--- src/rtl/lfsr_word_deserializer.sv ---
// lfsr_word_deserializer
//   Samples an MSB-first serial stream (Serial_In qualified by Serial_Valid),
//   assembles WORD_W-bit words, and buffers them in a FIFO_DEPTH-entry FIFO.
//   The FIFO head is offered downstream over Word_Valid/Word_Ready.
//   Frame_Err pulses for one cycle when a frame is aborted mid-word.
//   Overflow is sticky once a completed word is dropped because the FIFO is full.
//   Optional build macro LFSR_CHECK_EN: compares every completed word against the
//   generator's 4-bit LFSR recurrence, counting mismatches in Err_Cnt. The
//   reference self-resynchronises from the received word. Without the macro,
//   Err_Cnt is tied to 0 and Seed is ignored.
module lfsr_word_deserializer #(
    parameter int WORD_W     = 4,
    parameter int FIFO_DEPTH = 2,
    parameter int ERR_CNT_W  = 8
) (
    input  logic                 CLK,
    input  logic                 RST,
    input  logic [3:0]           Seed,
    input  logic                 Serial_In,
    input  logic                 Serial_Valid,
    output logic [WORD_W-1:0]    Word_Out,
    output logic                 Word_Valid,
    input  logic                 Word_Ready,
    output logic                 Frame_Err,
    output logic                 Overflow,
    output logic [ERR_CNT_W-1:0] Err_Cnt
);

    localparam int CNT_W = $clog2(WORD_W);
    localparam int PTR_W = $clog2(FIFO_DEPTH);
    localparam int OCC_W = $clog2(FIFO_DEPTH + 1);

    typedef enum logic {IDLE, SHIFT} state_t;

    state_t             state, state_nxt;
    logic [CNT_W-1:0]   bit_cnt, bit_cnt_nxt;
    // Only the first WORD_W-1 bits are held; the final bit completes the word directly.
    logic [WORD_W-2:0]  sr, sr_nxt;
    logic [WORD_W-1:0]  word_done;
    logic               word_push;
    logic               frame_abort;

    logic [WORD_W-1:0]  mem [FIFO_DEPTH];
    logic [PTR_W-1:0]   wr_ptr, rd_ptr;
    logic [OCC_W-1:0]   occ;
    logic               fifo_full;
    logic               fifo_pop;
    logic               fifo_wr;

    // Frame FSM next-state: shift in valid bits, push on the last bit, abort on a gap.
    always_comb begin
        state_nxt   = state;
        bit_cnt_nxt = bit_cnt;
        sr_nxt      = sr;
        word_push   = 1'b0;
        frame_abort = 1'b0;
        word_done   = {sr, Serial_In};
        if (Serial_Valid) begin
            sr_nxt = word_done[WORD_W-2:0];
            if (bit_cnt == CNT_W'(WORD_W - 1)) begin
                word_push   = 1'b1;
                bit_cnt_nxt = '0;
                state_nxt   = IDLE;
            end else begin
                bit_cnt_nxt = bit_cnt + CNT_W'(1);
                state_nxt   = SHIFT;
            end
        end else if (state == SHIFT) begin
            frame_abort = 1'b1;
            bit_cnt_nxt = '0;
            state_nxt   = IDLE;
        end
    end

    // Frame FSM state, bit counter, shift register and the one-cycle abort flag.
    always_ff @(posedge CLK or negedge RST) begin
        if (!RST) begin
            state     <= IDLE;
            bit_cnt   <= '0;
            sr        <= '0;
            Frame_Err <= 1'b0;
        end else begin
            state     <= state_nxt;
            bit_cnt   <= bit_cnt_nxt;
            sr        <= sr_nxt;
            Frame_Err <= frame_abort;
        end
    end

    // A full FIFO still accepts a push when the head leaves on the same edge.
    assign fifo_full  = (occ == OCC_W'(FIFO_DEPTH));
    assign fifo_pop   = Word_Valid && Word_Ready;
    assign fifo_wr    = word_push && (!fifo_full || fifo_pop);
    assign Word_Valid = (occ != '0);
    assign Word_Out   = Word_Valid ? mem[rd_ptr] : '0;

    // FIFO pointers, occupancy and the sticky overflow flag.
    always_ff @(posedge CLK or negedge RST) begin
        if (!RST) begin
            wr_ptr   <= '0;
            rd_ptr   <= '0;
            occ      <= '0;
            Overflow <= 1'b0;
        end else begin
            if (fifo_wr)
                wr_ptr <= wr_ptr + PTR_W'(1);
            if (fifo_pop)
                rd_ptr <= rd_ptr + PTR_W'(1);
            case ({fifo_wr, fifo_pop})
                2'b10:   occ <= occ + OCC_W'(1);
                2'b01:   occ <= occ - OCC_W'(1);
                default: occ <= occ;
            endcase
            if (word_push && !fifo_wr)
                Overflow <= 1'b1;
        end
    end

    // FIFO storage; contents are only visible through a nonzero occupancy.
    always_ff @(posedge CLK) begin
        if (fifo_wr)
            mem[wr_ptr] <= word_done;
    end

`ifdef LFSR_CHECK_EN
    logic [3:0] ref_w;

    function automatic logic [ERR_CNT_W-1:0] sat_inc(input logic [ERR_CNT_W-1:0] c);
        return (c == '1) ? c : c + ERR_CNT_W'(1);
    endfunction

    function automatic logic [3:0] lfsr_next(input logic [3:0] w);
        return {w[2] ^ w[1] ^ w[0], w[3:1]};
    endfunction

    // Compare each completed word (kept or dropped) to the reference, then follow the word.
    always_ff @(posedge CLK or negedge RST) begin
        if (!RST) begin
            ref_w   <= Seed;
            Err_Cnt <= '0;
        end else if (word_push) begin
            if (word_done[3:0] != ref_w)
                Err_Cnt <= sat_inc(Err_Cnt);
            ref_w <= lfsr_next(word_done[3:0]);
        end
    end
`else
    logic unused_seed;
    assign unused_seed = ^Seed;
    assign Err_Cnt     = '0;
`endif

endmodule

--- config.mk ---
export PLATFORM = sky130hd
export DESIGN_NAME = lfsr_word_deserializer
export DESIGN_NICKNAME = d
export VERILOG_FILES = /design/src/rtl/lfsr_word_deserializer.sv
export SDC_FILE = /design/constraint.sdc
export NUM_CORES = 1
export LEC_CHECK = 0
export CORE_MARGIN = 2
export CORE_UTILIZATION = 35
export CTS_BUF_LIST = sky130_fd_sc_hd__clkbuf_8 sky130_fd_sc_hd__clkbuf_16
export DETAILED_ROUTE_END_ITERATION = 12
export GPL_ROUTABILITY_DRIVEN = 0
export GPL_TIMING_DRIVEN = 0
export SYNTH_ARGS = -nofsm -noshare
export SYNTH_HDL_FRONTEND = slang
export SYNTH_SLANG_ARGS = --single-unit
--- constraint.sdc ---
create_clock -name CLK -period 3.2 [get_ports CLK]
set_input_delay 0.64 -clock CLK [delete_from_list [all_inputs] [get_ports CLK]]
set_output_delay 0.64 -clock CLK [all_outputs]
set_load 0.02 [all_outputs]
==> impl_metrics.ini, run 1 <==
[critical_path]
cp-endpoint = Word_Out[0]
criticalPathCategory = reg2out
reg2reg_to = mem[0][3]
arrival_ps = 1680
worst-r2r-setup-slack_ps = 1650
crit_required_ps = 2560
cp-startpoint = rd_ptr
critical_path_peak_fanout = 5
startpoint_type = flop
reg2reg_depth = 3
cp-end-kind = output port
r2r_start = bit_cnt[1]

[yosys]
syn_area_per_cell_um2 = 12.9
synth_top_area_frac = 0.331
ys.flop_type = dfrtp_1
synth_edf_count = 8
async_flop_share = 0.600
yosysMostFrequentCell = dfrtp_1
synth_area_leader_cell = dfrtp_1
synth_area_leaders = dfrtp_1 (33%), edfxtp_1 (27%), buf_4 (7.5%), mux2_2 (5.0%), mux2i_1 (4.4%)
postSynthCellCount = 70
ys_seq_area_frac = 0.597
ys_ff_latch = 20
synth_common_cells = dfrtp_1 (12), buf_4 (9), edfxtp_1 (8), nor2_1 (8)
ys_warn_count = 0
synth_cell_types = 28
synth_area_um2 = 906

[floorplanning]
start_util = 0.369
die-height_um = 54.9
die_w_um = 54.9
coreArea_um2 = 2450
die-area_um2 = 3010
core.rowCount = 18
ios = 24

[global_route]
antenna_found_initial = 0
grt_max_degree = 13
grt_remaining_overflow = 0
grt_use_total = 0.0976
grt_pass1_wl_um = 1980
grt_pass1_vias = 462

[clocking]
htreeDepth = 1
clock-sinks = 20
postCtsHoldBufs = 0
post-cts-setup-buffers = 0
cts_resized = 0
cts_buffers = 3
insertion_delay_ps = 250
cts_tree = done
clockRootBuffer = clkbuf_8
path_clk_slew_ps = 60
clock_path_buffers = 2

[placed_design]
io_buffers = 9
dp_cells = 116

[power_and_ir_drop]
leakage_nw = 0.489
p_per_area_nw_per_um2 = 664
peakVddDrop_v = 0.000304

[run_status]
status = finished, final reports clean

[min_path]
min_path_type = reg2reg
hold_depth = 2

[timing]
final_hold_viol_count = 0
fin_tns_setup_ps = 0
rsz0062_at_grt = no
worst_pin_slew_ps = 557
finalMaxSlewViolations = 0
relSlewSlack = 0.626
fin_crit_sh = 0.726
fin_skew_ps = 3.92
layout_min_cycle_time_ps = 2320
setup_violations = 0
max_freq_ghz = 0.430

[final_layout]
fin_nets = 101
fill_cells = 228
multiInputGateArea_um2 = 298
syn2layout_area_growth_pct = 22.0
drive_above_1_share = 0.233
antennaDiodeCount = 0
regArea_um2 = 541
stdcell_count = 120

[route]
drt-initial-drc-count = 7
vias = 537
ant_nets = 0
post_drt_wl_per_cell_um = 10.3
wl_um = 1230
viasPerCell = 4.48
first_pass_iters = 4
drc = 0

[job]
maxCapViolCount = 0
-- report_power, final --
| group | internal [mW] | total (mW) | switching, mW |
|---|---|---|---|
| clock network | 0.0852 | 0.159 | 0.0737 |
| logic | 0.113 | 0.228 | 0.115 |
| registers | 0.316 | 0.347 | 0.0310 |
| total | 0.514 | 0.733 | 0.219 |
-- final cells by class --
class | instances | area share
Sequential cell | 20 | 0.489
Timing Repair Buffer | 9 | 0.0815
Clock inverter | 1 | 0.00340
Inverter | 3 | 0.0102
Clock buffer | 3 | 0.0374
Tap cell | 30 | 0.0340
Multi-Input combinational cell | 43 | 0.270
Buffer | 11 | 0.0747
-- routing by layer --
layer | vias to the layer above | share of wire | wire (um) | GRT usage
met4 | 0 | 0.034 | 42 | 0.0875
met5 | - | 0 | 0 | 0
met1 | 252 | 0.43 | 530 | 0.113
met3 | 5 | 0.061 | 75 | 0.0164
li1 | 262 | - | - | -
met2 | 18 | 0.47 | 584 | 0.153
-- critical path: stages (launching register included) --
cell	delay [ps]
dfrtp_1	320
clkbuf_1	290
mux2i_1	120
nor2_1	100
clkdlybuf4s50_1	600
-- placed cells by master (no fill, tap or decap), drive strengths merged --
master         count
dfrtp             12
buf               10
clkdlybuf4s50      9
nor2               8
conb               8
edfxtp             8
inv                4
mux2i              4
mux2               4
clkbuf             4
xnor2              2
nand2              1
nor3b              1
and2               1
nor2b              1
and2b              1
nor3               1
o21ai              1
a21oi              1
or4b               1
o221a              1
nand3              1
a31oi              1
a22oi              1
a22o               1
o41ai              1
xor2               1
ha                 1
-- kinds of logic (layout without fill, tap and decap cells) --
family,after synthesis,count (layout),synth area share
muxes,8,8,0.0939
AOI/OAI and AO/OA,7,7,0.0594
DFF,20,20,0.597
xor gates and xnor gates,3,3,0.0290
and+or+nand+nor,16,16,0.0995
adders and majority gates,1,1,0.0138
buffers and inverters,14,27,0.104
other,1,8,0.00414
-- sequential cells by signal, indices dropped and copies added, names as in the netlist, 2 cells and up --
signal   cells
mem          8
sr           3
bit_cnt      2
occ          2
-- worst min-delay path by stage --
| stage | startpoint | end | slack [ps] |
|---|---|---|---|
| global placement | Overflow | Overflow | 460 |
| detailed placement | Overflow | Overflow | 470 |
| floorplan | RST | Frame_Err | 340 |
| global route | Overflow | Overflow | 500 |
| CTS | Overflow | Overflow | 480 |
| finish | Overflow | Overflow | 470 |
-- stage by stage --
stage | instance area, um^2 | setup WS [ps] | hold slack (ps) | power [mW] | util
2_1_floorplan | 932 | 1610 | 344 | 0.507 | -
3_3_place_gp | 1060 | 1130 | 458 | 0.577 | 0.432
3_5_place_dp | 1060 | 1120 | 465 | 0.583 | 0.432
4_1_cts | 1100 | 831 | 480 | 0.744 | 0.450
5_1_grt | 1100 | 724 | 498 | 0.781 | 0.450
6_report | 1100 | 875 | 470 | 0.733 | 0.450
Power figures use the tool's default switching activity.
==> inputs of run 2 (changes only) <==
==> constraint.sdc (replaced) <==
create_clock -name CLK -period 2.4 [get_ports CLK]
set_input_delay 0.48 -clock CLK [delete_from_list [all_inputs] [get_ports CLK]]
set_output_delay 0.48 -clock CLK [all_outputs]
set_load 0.02 [all_outputs]
==> results of run 2 <==
Same layout as run 1 (identical final DEF). Status: finished, final reports clean.
Among the figures that moved: setup slack after placement 1120 ps -> 476 ps; setup slack after layout 875 ps -> 235 ps; register-to-register setup slack 1650 ps -> 850 ps; total power 0.733 mW -> 0.977 mW; worst IR drop on VDD 0.000304 V -> 0.000406 V
